==> src/rtl/asymmetric_fifo_ctrl.sv <==
// Wide-in / narrow-out FIFO sequencer driving an asymmetric distributed RAM.
// Optional ASYM_FIFO_LEVEL_EN adds a registered unread sub-word count on `level`.
module asymmetric_fifo_ctrl #(
  parameter int WIDTH_IN     = 64,
  parameter int WIDTH_OUT    = 8,
  parameter int DEPTH_IN     = 32,
  parameter int ADDR_A_WIDTH = $clog2(DEPTH_IN),
  parameter int ADDR_B_WIDTH = $clog2(DEPTH_IN * (WIDTH_IN / WIDTH_OUT))
) (
  input  logic                    clk,
  input  logic                    rst,
  input  logic                    flush,
  input  logic                    in_valid,
  input  logic [WIDTH_IN-1:0]     in_data,
  output logic                    in_ready,
  output logic                    out_valid,
  output logic [WIDTH_OUT-1:0]    out_data,
  output logic                    out_last,
  input  logic                    out_ready,
  output logic                    ram_we,
  output logic [ADDR_A_WIDTH-1:0] ram_addr_a,
  output logic [WIDTH_IN-1:0]     ram_in,
  output logic [ADDR_B_WIDTH-1:0] ram_addr_b,
  input  logic [WIDTH_OUT-1:0]    ram_out
`ifdef ASYM_FIFO_LEVEL_EN
  ,
  output logic [ADDR_B_WIDTH+1:0] level
`endif
);

  localparam int RATIO = WIDTH_IN / WIDTH_OUT;
  localparam int SUB_W = $clog2(RATIO);
  localparam logic [ADDR_A_WIDTH:0] DEPTH_W = (ADDR_A_WIDTH+1)'(DEPTH_IN);
  localparam logic [ADDR_A_WIDTH:0] WR_ONE  = (ADDR_A_WIDTH+1)'(1);
  localparam logic [ADDR_B_WIDTH:0] RD_ONE  = (ADDR_B_WIDTH+1)'(1);

  logic [ADDR_A_WIDTH:0] wr_ptr_q, wr_ptr_d;
  logic [ADDR_B_WIDTH:0] rd_ptr_q, rd_ptr_d;
  logic [ADDR_A_WIDTH:0] rd_word;
  logic [ADDR_A_WIDTH:0] words_used;
  logic                  sub_last;
  logic                  full;
  logic                  empty;
  logic                  push;
  logic                  pop;

  generate
    if (SUB_W == 0) begin : g_ratio1
      assign rd_word  = rd_ptr_q;
      assign sub_last = 1'b1;
      assign empty    = (rd_ptr_q == wr_ptr_q);
    end else begin : g_ratio_n
      assign rd_word  = rd_ptr_q[ADDR_B_WIDTH:SUB_W];
      assign sub_last = &rd_ptr_q[SUB_W-1:0];
      assign empty    = (rd_ptr_q == {wr_ptr_q, {SUB_W{1'b0}}});
    end
  endgenerate

  // A partially read word still counts as used until its last sub-word leaves.
  assign words_used = wr_ptr_q - rd_word;
  assign full       = (words_used == DEPTH_W);

  assign in_ready  = ~full;
  assign out_valid = ~empty;
  assign out_last  = out_valid & sub_last;
  assign out_data  = ram_out;

  assign push = in_valid & in_ready & ~flush;
  assign pop  = out_valid & out_ready & ~flush;

  // Gate with rst so the RAM never sees a write while the pointers are held cleared.
  assign ram_we     = push & ~rst;
  assign ram_addr_a = wr_ptr_q[ADDR_A_WIDTH-1:0];
  assign ram_in     = in_data;
  assign ram_addr_b = rd_ptr_q[ADDR_B_WIDTH-1:0];

  always_comb begin
    wr_ptr_d = wr_ptr_q;
    rd_ptr_d = rd_ptr_q;
    if (flush) begin
      wr_ptr_d = '0;
      rd_ptr_d = '0;
    end else begin
      if (push) wr_ptr_d = wr_ptr_q + WR_ONE;
      if (pop)  rd_ptr_d = rd_ptr_q + RD_ONE;
    end
  end

  always_ff @(posedge clk or posedge rst) begin
    if (rst) begin
      wr_ptr_q <= '0;
      rd_ptr_q <= '0;
    end else begin
      wr_ptr_q <= wr_ptr_d;
      rd_ptr_q <= rd_ptr_d;
    end
  end

`ifdef ASYM_FIFO_LEVEL_EN
  localparam logic [ADDR_B_WIDTH+1:0] LVL_RATIO = (ADDR_B_WIDTH+2)'(RATIO);
  localparam logic [ADDR_B_WIDTH+1:0] LVL_ONE   = (ADDR_B_WIDTH+2)'(1);

  logic [ADDR_B_WIDTH+1:0] level_q, level_d;

  // A push adds a whole word of sub-words, a pop removes one.
  always_comb begin
    level_d = level_q;
    if (flush) begin
      level_d = '0;
    end else begin
      if (push) level_d = level_d + LVL_RATIO;
      if (pop)  level_d = level_d - LVL_ONE;
    end
  end

  always_ff @(posedge clk or posedge rst) begin
    if (rst) level_q <= '0;
    else     level_q <= level_d;
  end

  assign level = level_q;
`endif

endmodule

==> config.mk <==
export PLATFORM = sky130hd
export DESIGN_NAME = asymmetric_fifo_ctrl
export DESIGN_NICKNAME = d
export VERILOG_FILES = /design/src/rtl/asymmetric_fifo_ctrl.sv
export SDC_FILE = /design/constraint.sdc
export NUM_CORES = 1
export LEC_CHECK = 0
export CORE_ASPECT_RATIO = 1.1
export CORE_MARGIN = 5
export CORE_UTILIZATION = 33
export DETAILED_ROUTE_END_ITERATION = 12
export GPL_TIMING_DRIVEN = 0
export PLACE_DENSITY = 0.95
export SKIP_LAST_GASP = 1
export SLEW_MARGIN = 25
export SYNTH_ARGS = -nofsm -noshare
export SYNTH_HDL_FRONTEND = slang
export SYNTH_SLANG_ARGS = --single-unit
export TNS_END_PERCENT = 5
==> constraint.sdc <==
create_clock -name clk -period 3.2 [get_ports clk]
set_input_delay 0.64 -clock clk [delete_from_list [all_inputs] [get_ports clk]]
set_output_delay 0.64 -clock clk [all_outputs]
set_load 0.02 [all_outputs]
# Word level (Yosys, flattened, before mapping)
# Cells that the tools add are included.
[totals]
out_inout_bits = 89
elab_cells = 24
register_bits = 15
[classes]
n_mux = 4
n_reduce_logical = 3
bitwise = 10
n_addsub = 3
n_eq_ne = 2
[ops]
columns = ["op", "count"]
rows = [
  ["9-bit 2-to-1 mux", 2],
  ["6-bit 2-to-1 mux", 2],
  ["9-bit by 1-bit adder with 9-bit output (second input constant)", 1],
  ["9-bit equality test", 1],
  ["6-bit by 1-bit adder with 6-bit output (second input constant)", 1],
  ["1-bit bitwise AND", 6],
  ["6-bit equality test (second input constant)", 1],
  ["6-bit subtractor", 1],
  ["1-bit NOT", 4],
  ["2-bit nonzero test", 2],
  ["3-bit AND reduction", 1],
]

# Depth between registers and ports, before layout
# Gate-level depths: netlist (run 1).
[logic_depth]
depth_word = 7
mapped_depth = 8
mapped_depth_nobuf = 8

# Worst setup path before layout (run 1)
# OpenSTA, ideal clock, no wires.
[synth_path]
path_type = "register to output"
from = "register wr_ptr_q[2]"
to = "output ram_we"
arrival_ns = 1.950
setup_slack_ns = 0.610
path_stages_with_launch = 7
n_path_buf = 0
required_ns = 2.560
path_cell_list = "dfrtp_1 > ha_1 > o21ai_1 > a21oi_2 > a22oi_1 > a32oi_1 > a211oi_1"
[synth_between]
elab_chain_cells = 6
[synth_lines]
columns = ["item", "line_no", "text"]
rows = [
  ["start, declared", "37", "logic [ADDR_A_WIDTH:0] wr_ptr_q, wr_ptr_d;"],
  ["start signal, assigned", "94", "wr_ptr_q <= wr_ptr_d;"],
  ["6-bit subtractor", "60", "assign words_used = wr_ptr_q - rd_word;"],
  ["6-bit equality test", "61", "assign full = (words_used == DEPTH_W);"],
  ["1-bit NOT", "63", "assign in_ready = ~full;"],
  ["1-bit bitwise AND (2 in series)", "68", "assign push = in_valid & in_ready & ~flush;"],
  ["1-bit bitwise AND", "72", "assign ram_we = push & ~rst;"],
  ["end, declared", "20", "output logic ram_we,"],
]
# No other way between the ends.

# Worst setup path after layout (run 1)
[layout_path]
from = "input in_valid"
to = "output ram_we"
[layout_between]
elab_chain_cells = 3
[layout_lines]
columns = ["item", "line_no", "text"]
rows = [
  ["start, declared", "13", "input logic in_valid,"],
  ["1-bit bitwise AND (2 in series)", "68", ""],
  ["1-bit bitwise AND", "72", ""],
]
# No other way between the ends.

==> results of run 1 <==
==> repair_timing <==
item                                    in CTS  in global routing
endpoints found under the setup margin       2                  2
resized for setup                            1                  8
cloned                                       0                  0
hold endpoints to repair                     0                  0
setup buffers                                0                  0
pin swaps                                    0                  2
==> state kept, by name (all words and copies together), names as in the netlist <==
signal and cells:
rd_ptr_q 9, wr_ptr_q 6
==> stage by stage <==
step	power [mW]	cells	instance area (um2)	hold slack (ns)
2_1_floorplan	0.442	207	1740	0.529
3_3_place_gp	0.578	358	2740	0.548
3_5_place_dp	0.588	358	2740	0.577
4_1_cts	0.749	362	2780	0.585
5_1_grt	0.793	362	2830	0.627
6_report	0.749	362	2830	0.580
==> worst paths after layout <==
path / to / slack, ns
setup / recovery: ram_we / 0.07
hold / removal: rd_ptr_q[8] / 0.58
setup reg to reg: wr_ptr_q[3] / 0.87
hold reg to reg: rd_ptr_q[8] / 0.58
max in group asynchronous: wr_ptr_q[0] / 1.96
min in group asynchronous: wr_ptr_q[1] / 0.81
==> power by group <==
part | internal, mW | switching [mW]
sequential | 0.197 | 0.00966
combinational | 0.204 | 0.179
clock | 0.0883 | 0.0709
==> layer usage <==
metal | GRT usage [%] | part of all wire (%) | routed length (um) | vias up
li1 | - | - | - | 790
met1 | 13.8 | 36 | 1670 | 747
met2 | 24.7 | 52 | 2420 | 106
met3 | 3.78 | 11 | 513 | 7
met4 | 4.22 | 1.4 | 63 | 0
met5 | 0 | 0 | 0 | -
==> critical path, delay by kind of cell <==
family | cells | cell delay (ns)
AO/OA/AOI/OAI | 2 | 0.40
AND/OR/NAND/NOR | 1 | 0.32
buffers and inverters | 3 | 1.13
==> area by class of cell <==
cell class                 count  area [um2]
sequential                    15         377
buffer                        88         649
clock buffer                   4        45.0
timing repair buffer          93         932
tap                           58        72.6
multi-input combinational     93         713
inverter                      11        41.3
fill                         463        2240
==> cells by family (layout without fill, tap and decap cells) <==
logic type	after synthesis	count (layout)	synth area share, %
buffers and inverters	99	196	39.8
and+or+nand+nor	47	47	13.5
AOI/OAI and AO/OA	23	23	10.6
DFF	15	15	21.6
xor gates and xnor gates	10	10	5.48
adders and majority gates	9	9	6.48
muxes	4	4	2.59
==> cells in the final DEF (no fill, tap or decap), types with 4 or more instances in the layout <==
cell type,netlist,routed
nor2_1,13,13
a21oi_1,6,6
dfrtp_1,15,14
nand3_1,8,8
xnor2_1,8,8
buf_4,85,85
inv_1,11,11
nand4_1,4,4
nand2_1,8,8
clkbuf_1,3,4
ha_1,9,9
clkdlybuf4s50_1,0,91
==> flow_summary.yaml, run 1 <==
critical_path:
  worstSetupPathType: "input port to output port"
  crit_arrival_ns: 2.49
  cp_max_fo: 6
  max_stage_delay_ns: 0.58
  critPathLaunch: "in_valid"
  path_cells: "clkdlybuf4s50_1, inv_1, or2_2, a2bb2oi_1, a211oi_1, dlygate4sd2_1"
  timing.rr.start: "rd_ptr_q[4]"
  worstPathRequired_ns: 2.56
  r2r_cells: 8
  slowest_stage: "clkdlybuf4s50_1"
  critPathLaunchType: "input port"
  crit_path_end_kind: "output port"
sta:
  tns_ns: 0
  finalHoldViolCount: 0
  fmax_mhz: 320
  fin_ws_ns: 0.0716
  slew_violations: 0
  setup_viol: 0
  skew_ns: 0.00217
  max_slew_margin_pct: 56.0
  fin_crit_sh_pct: 97.8
  tightest_slew_ns: 0.657
  finalCriticalPeriod_ns: 3.13
layout:
  diodes: 0
  utilization_pct: 55.9
  layout.nets: 391
  synthToLayoutAreaGrowth_pct: 63.0
  drive_gt1_share_pct: 33.2
yosys:
  netlist.area_leader.share_pct: 36.7
  synth_largest_area_cell: "buf_4"
  mappedNetlistArea_um2: 1740
  syn-num-nets: 293
  synth_ff_type: "dfrtp_1"
  netlist_instances: 207
  yosys-top-cells-count: "buf_4 (85), dfrtp_1 (15), nor2_1 (13), inv_1 (11), ha_1 (9)"
  synth_warnings: 0
  syn_area_per_cell_um2: 8.39
  ys_ff_latch: 15
  synthTopCellsByArea: "buf_4 (37%), dfrtp_1 (22%), ha_1 (6.5%), xnor2_1 (4.0%), nor2_1 (2.8%)"
  synth_cell_types: 38
  yosysSeqAreaShare_pct: 21.6
  yosysMostFrequentCell: "buf_4"
  synth_enable_flop_cells: 0
  synth-async-reset-ratio_pct: 100
global_routing:
  grt_usage_pct: 13.1
  grt-ovfl-total: 0
  antenna_found_initial: 0
  grt_first_pass_wirelength_mm: 7.41
  grt_pass1_vias: 1769
  grt_max_degree: 16
clock_tree:
  cts_sinks: 15
  hold_buffers: 0
  cts_max_level: 1
  cts_buffers: 3
  path_clk_slew_ns: 0.06
  cts-root-buf: "clkbuf_8"
  cts_buffer_depth: 2
  clock_latency_ns: 0.25
  tritoncts: "yes"
min_path:
  min_path_type: "register to register"
  hold_depth: 2
  hp-start: "rd_ptr_q[8]"
power:
  vdd_drop_max_uv: 156
  p_leak_nw: 1.29
  power_density_nw_per_um2: 265
flow_run:
  cap_violations: 0
route:
  viasPerCell: 4.56
  finalWirelength_mm: 4.67
  wl_per_cell_um: 12.9
  first_iter_violations: 34
  num_vias: 1650
  first_pass_iters: 4
  drc_errors: 0
  postRouteAntennaNets: 0
floorplanning:
  start_util_pct: 34.3
  core-area_um2: 5070
  die_w_um: 79.2
  die_area_um2: 6810
  die_y_um: 86.1
  ios: 166
  placementRows: 27
status:
  outcome: "finished clean"
placed_design:
  place_congestion: 0.883
  portBuffers: 93
  post-place-ws_ns: -0.198
  dp_hpwl_mm: 4.03
Power figures use the tool's default switching activity.
==> inputs of run 2 (changes only) <==
Settings changed: TNS_END_PERCENT 5 to 30.
==> results of run 2 <==
Final layout, timing and power as in run 1 (identical DEF).
==> inputs of run 3 (changes only) <==
Settings changed: ABC_CLOCK_PERIOD_IN_PS from default to 3200.
==> results of run 3 <==
Final layout, timing and power as in run 1 (identical DEF).
==> RTL change 1: new RTL, flow settings as in run 1 <==
`WIDTH_OUT`: 8 -> 4.
--- a/src/rtl/asymmetric_fifo_ctrl.sv
+++ b/src/rtl/asymmetric_fifo_ctrl.sv
@@ -4,3 +4,3 @@
   parameter int WIDTH_IN     = 64,
-  parameter int WIDTH_OUT    = 8,
+  parameter int WIDTH_OUT    = 4,
   parameter int DEPTH_IN     = 32,
Interface: changed (resized out_data, ram_addr_b and ram_out); port bits go from 166 to 159. No check against the original RTL was run, so the function may have changed too.
==> RTL change 1 against run 1 <==
Combinational power about the same; wire length is 4.9% lower; setup slack got worse by 0.069 ns; power rose by 5.7%; sequential share of layout area rose by 1.5 points; critical path depth grew 2; design area is 4.6% lower; hold slack got worse by 0.0022 ns; die area shrank 3.5%; count of clock-buffer cells in the layout is the same; sequential cell count is 1 higher; core utilization decreased by 1.5 points; synthesized area decreased by 4.0%; sequential power up 8%; largest cell class unchanged; highest routed layer unchanged.
==> RTL change 1: results (changes against run 1) <==
synthDistinctLibCells: 31  # was 38
numCtsBuffers: 3  # unchanged
grt_use_total: 0.124  # was 0.131
reg_top3: "rd_ptr_q (10), wr_ptr_q (6)"  # was rd_ptr_q (9), wr_ptr_q (6)
grt_max_degree: 17  # was 16
synth_fa_ha_area_frac: 0.0601  # was 0.0648
comb_power_share: 0.484  # was 0.512
layout-drive-gt1-share: 0.333  # was 0.332
synth_common_cells: "buf_4, dfrtp_1, nor2_1"  # unchanged
synthMuxAreaShare: 0.0120  # was 0.0259
vias: 1544  # was 1650
place_congestion: 0.861  # was 0.883
arrival_ns: 2.56  # was 2.49 ns
clock_path_buffers: 2  # unchanged
dr.first_iter.drc_count: 72  # was 34
critPathTopFamily: "compound AO/OA/AOI/OAI gates"  # was buffers and inverters
clk_pin_slew_ns: 0.07
drcViolationCount: 0  # unchanged
status: "finished, final reports clean"  # unchanged
yosys-top-cells-area: "buf_4, dfrtp_1, ha_1, xnor2_1, a21oi_1"  # was buf_4, dfrtp_1, ha_1, xnor2_1, nor2_1
p_leak_nw: 1.24  # was 1.29 nW
synth_compound_area_frac: 0.0833  # was 0.106
yosys_most_used_dff: "dfrtp_1"  # unchanged
grt_pass1_wl_mm: 6.78  # was 7.41 mm
drt-total-wl_mm: 4.44  # was 4.67 mm
tightest_slew_ns: 0.630  # was 0.657 ns
final_nets: 370  # was 391
comb_power_mw: 0.383  # about the same
async_reset_ff_frac: 1.00  # unchanged
antenna_found_initial: 0  # unchanged
synthesis.nets: 275  # was 293
intPower_mw: 0.527  # was 0.489 mW
hold_buffers: 0  # unchanged
yosys_warnings: 0  # unchanged
hold_class: "reg -> reg"  # unchanged
cts_max_level: 1  # unchanged
cp_slowest_cell: "dfrtp_1"  # was clkdlybuf4s50_1
yosysSeqAreaShare: 0.240  # was 0.216
dpl.hpwl_mm: 3.73  # was 4.03 mm
dr.pass1.iters: 4  # unchanged
skew_ns: 0.00272  # was 0.00217 ns
antenna_cells: 0  # unchanged
clk_latency_ns: 0.26
max_stage_delay_ns: 0.42  # was 0.58 ns
ir_drop_v: 0.000119  # was 0.000156 V
synth_xor_area_frac: 0.0578  # was 0.0548
powerClk_mw: 0.186  # was 0.159 mW
crit_fanout: 5  # was 6
port-buffer-count: 89  # was 93
root_buffer: "clkbuf_8"  # unchanged
-- RTL change 1: cell count changes after synthesis, sizes merged, moves of 3 or more --
cell    before  now
o211ai       3    0
nor2        14   11
or3          2    5
a211oi       3    0
o21ai        2    5
mux2         4    0
nand3        8    2
-- RTL change 1: worst paths after layout --
path	startpoint	end	slack [ns]	cells after the start
setup / recovery	rd_ptr_q[5]	in_ready	0.002	8
max in group asynchronous	rst	rd_ptr_q[1]	2.00	2
min in group asynchronous	rst	rd_ptr_q[9]	0.80	2
hold reg to reg	rd_ptr_q[9]	rd_ptr_q[9]	0.58	2
hold / removal	rd_ptr_q[9]	rd_ptr_q[9]	0.58	2
setup reg to reg	rd_ptr_q[5]	wr_ptr_q[5]	0.61	9
-- RTL change 1: layer usage --
layer | vias to the layer above | global-route usage | share of wire
li1 | 748 | - | -
met1 | 677 | 0.120 | 0.35
met2 | 110 | 0.228 | 0.50
met3 | 9 | 0.0408 | 0.13
met4 | 0 | 0.0688 | 0.025
met5 | - | 0 | 0
-- RTL change 1: cells by family (layout without fill, tap and decap cells) --
family,Yosys count,in the layout
fa+ha+maj,8,8
simple gates,44,44
buf+inv,94,188
compound gates,19,19
xor+xnor,11,11
flops,16,16
mux,2,2
-- RTL change 1: timing repair --
item | CTS | global route
cloned | 0 | 0
pin swaps | 1 | 0
endpoints found under the setup margin | 2 | 2
resized for setup | 2 | 1
buffers inserted | 1 | 0
-- RTL change 1: through the flow --
step | setup TNS [ns] | std cells | worst slack [ns] | area (µm²) | hold slack (ns)
after floorplan | 0 | 194 | 0.567 | 1670 | 0.530
after global placement | -0.0218 | 341 | -0.0147 | 2630 | 0.552
after detailed placement | -0.0526 | 341 | -0.0298 | 2630 | 0.554
after CTS | -0.161 | 346 | -0.161 | 2700 | 0.581
after global routing | -0.136 | 346 | -0.136 | 2700 | 0.619
final | 0 | 346 | 0.00230 | 2700 | 0.578
-- RTL change 1: worst register-to-register path: stages, from the launching register on --
cell and delay [ns]:
dfrtp_1 0.42, inv_1 0.10, ha_1 0.34, nor2b_2 0.18, o21a_4 0.20, nor4_4 0.32
o31ai_4 0.12, buf_4 0.17, or4_1 0.50, a21oi_1 0.16
-- RTL change 1: layout make-up --
| type | count | area, µm² |
|---|---|---|
| Fill cell | 442 | 2270 |
| Timing Repair Buffer | 90 | 900 |
| Buffer | 84 | 627 |
| Multi-Input combinational cell | 84 | 607 |
| Sequential cell | 16 | 400 |
| Tap cell | 58 | 72.6 |
| Clock buffer | 4 | 55.1 |
| Inverter | 10 | 37.5 |
==> RTL change 2: new RTL, flow settings as in run 1 <==
Made on the original files. The option `ASYM_FIFO_LEVEL_EN` is turned on by a define.
--- a/src/rtl/asymmetric_fifo_ctrl.sv
+++ b/src/rtl/asymmetric_fifo_ctrl.sv
@@ -2,2 +2,4 @@
 // Optional ASYM_FIFO_LEVEL_EN adds a registered unread sub-word count on `level`.
+`define ASYM_FIFO_LEVEL_EN
+
 module asymmetric_fifo_ctrl #(
Formal check against the unedited RTL (old outputs only; new: level): equivalent (Yosys induction, for registers that start in step).
==> RTL change 2 against run 1 <==
The run now ends with setup timing left; maximum frequency decreased by 6.4%; synthesized cell count increased by 33%; design area increased by 27%; sequential power increased by 95%; synthesized area increased by 38%; count of clock-buffer cells in the layout unchanged; final cell count increased by 30%; core utilization decreased by 4.6 points; wire length increased by 42%; sequential cell count increased by 10; power increased by 74%; setup slack got worse by 0.21 ns.
==> RTL change 2: results (changes against run 1) <==
yosys-top-cells-area: "buf_4, dfrtp_1, ha_1, xnor2_1, nor2_1"  # unchanged
layout_setup_ws_ns: -0.142  # was 0.0716 ns
drt-total-wl_mm: 6.63  # was 4.67 mm
grt_use_total: 0.133  # was 0.131
critPathTopFamily: "compound AO/OA/AOI/OAI gates"  # was buffers and inverters
holdPathEnd: "level[1]"  # was rd_ptr_q[8]
rr_worst_depth: 11  # was 8
largest_reg_flops: 10  # was 9
status: "finished with violations"  # was finished, final reports clean
violations: "setup timing"
dpl.hpwl_mm: 5.48  # was 4.03 mm
final_nets: 473  # was 391
dp_cells: 464  # was 358
crit_fanout: 9  # was 6
port-buffer-count: 103  # was 93
r2r-end: "level[8]"  # was wr_ptr_q[3]
rrSetupSlack_ns: 0.19  # was 0.87 ns
ir_drop_v: 0.000255  # was 0.000156 V
wl_per_cell_um: 14.1  # was 12.9 µm
relSlewSlack: 0.466  # was 0.560
p_leak_nw: 1.65  # was 1.29 nW
clk_pin_slew_ns: 0.09  # was 0.06 ns
worstReg2RegStart: "wr_ptr_q[2]"  # was rd_ptr_q[4]
yosysSeqAreaShare: 0.261  # was 0.216
layout-drive-gt1-share: 0.286  # was 0.332
grt_max_degree: 26  # was 16
skew_ns: 0.00342  # was 0.00217 ns
synthesis.nets: 364  # was 293
placed_area_um2: 3530  # was 2740 µm²
dr.first_iter.drc_count: 48  # was 34
setup_viol: 2  # was 0
fill_cells: 656  # was 463
synth_common_cells: "buf_4, nor2_1, dfrtp_1"  # was buf_4, dfrtp_1, nor2_1
synthDistinctLibCells: 43  # was 38
grt_pass1_wl_mm: 10.4  # was 7.41 mm
cp_slowest_cell: "dfrtp_1"  # was clkdlybuf4s50_1
arrival_ns: 2.70  # was 2.49 ns
viasPerCell: 4.78  # was 4.56
place_congestion: 0.883  # about the same
[RTL change 2: cell type report]
cell class	count	area, µm²	area share
tap	85	106	0.0295
sequential	25	626	0.173
multi-input combinational	149	1070	0.298
buffer	90	674	0.187
clock buffer	4	45.0	0.0125
inverter	12	45.0	0.0125
timing repair buffer	104	1040	0.288
[RTL change 2: worst max path at each step]
stage	start	end	slack, ns	cells past startpoint
6_report	wr_ptr_q[2]	ram_we	-0.14	9
5_1_grt	wr_ptr_q[2]	ram_we	-0.30	9
4_1_cts	rd_ptr_q[7]	out_last	-0.12	6
3_5_place_dp	wr_ptr_q[2]	ram_we	-0.12	8
3_3_place_gp	wr_ptr_q[2]	ram_we	-0.04	8
2_1_floorplan	wr_ptr_q[2]	ram_we	0.51	7
[RTL change 2: tightest hold or removal path, cell delays in order (launching register included)]
cell     delay, ns
dfrtp_1       0.40
a21oi_1       0.08
nor2_1        0.08
[RTL change 2: cell families after synthesis]
kind of cell | after synthesis | share of synthesized area
AND/OR/NAND/NOR | 83 | 0.184
multiplexers | 4 | 0.0188
flip-flops | 25 | 0.261
XOR/XNOR | 24 | 0.0987
adder cells (fa/ha/maj) | 11 | 0.0574
buffers and inverters | 102 | 0.300
AO/OA/AOI/OAI | 27 | 0.0799
[RTL change 2: where the power goes]
part | internal, mW | switching, mW | leakage [nW]
clock | 0.0891 | 0.104 | 0.0228
combinational | 0.357 | 0.353 | 1.28
sequential | 0.349 | 0.0532 | 0.343
[RTL change 2: per-layer routing]
layer | track usage | vias to the layer above | share of wire
met1 | 0.131 | 1038 | 0.34
met4 | 0.0519 | 0 | 0.016
met3 | 0.0484 | 14 | 0.12
met5 | 0 | - | 0
met2 | 0.249 | 147 | 0.52
li1 | - | 1045 | -
[RTL change 2: per-stage QoR]
step	setup slack, ns	hold slack (ns)	power (mW)	setup TNS (ns)
detailed placement	-0.124	0.576	1.11	-0.130
finish	-0.142	0.593	1.31	-0.223
CTS	-0.120	0.600	1.31	-0.155
floorplan	0.514	0.553	0.855	0
global placement	-0.0382	0.549	1.08	-0.0382
global route	-0.301	0.623	1.38	-0.579
[RTL change 2: what timing repair did]
item	in CTS	in global routing
hold buffers	0	0
endpoints found under the setup margin	3	5
gates resized for setup	6	3
buffers inserted	1	0
pin swaps	1	0
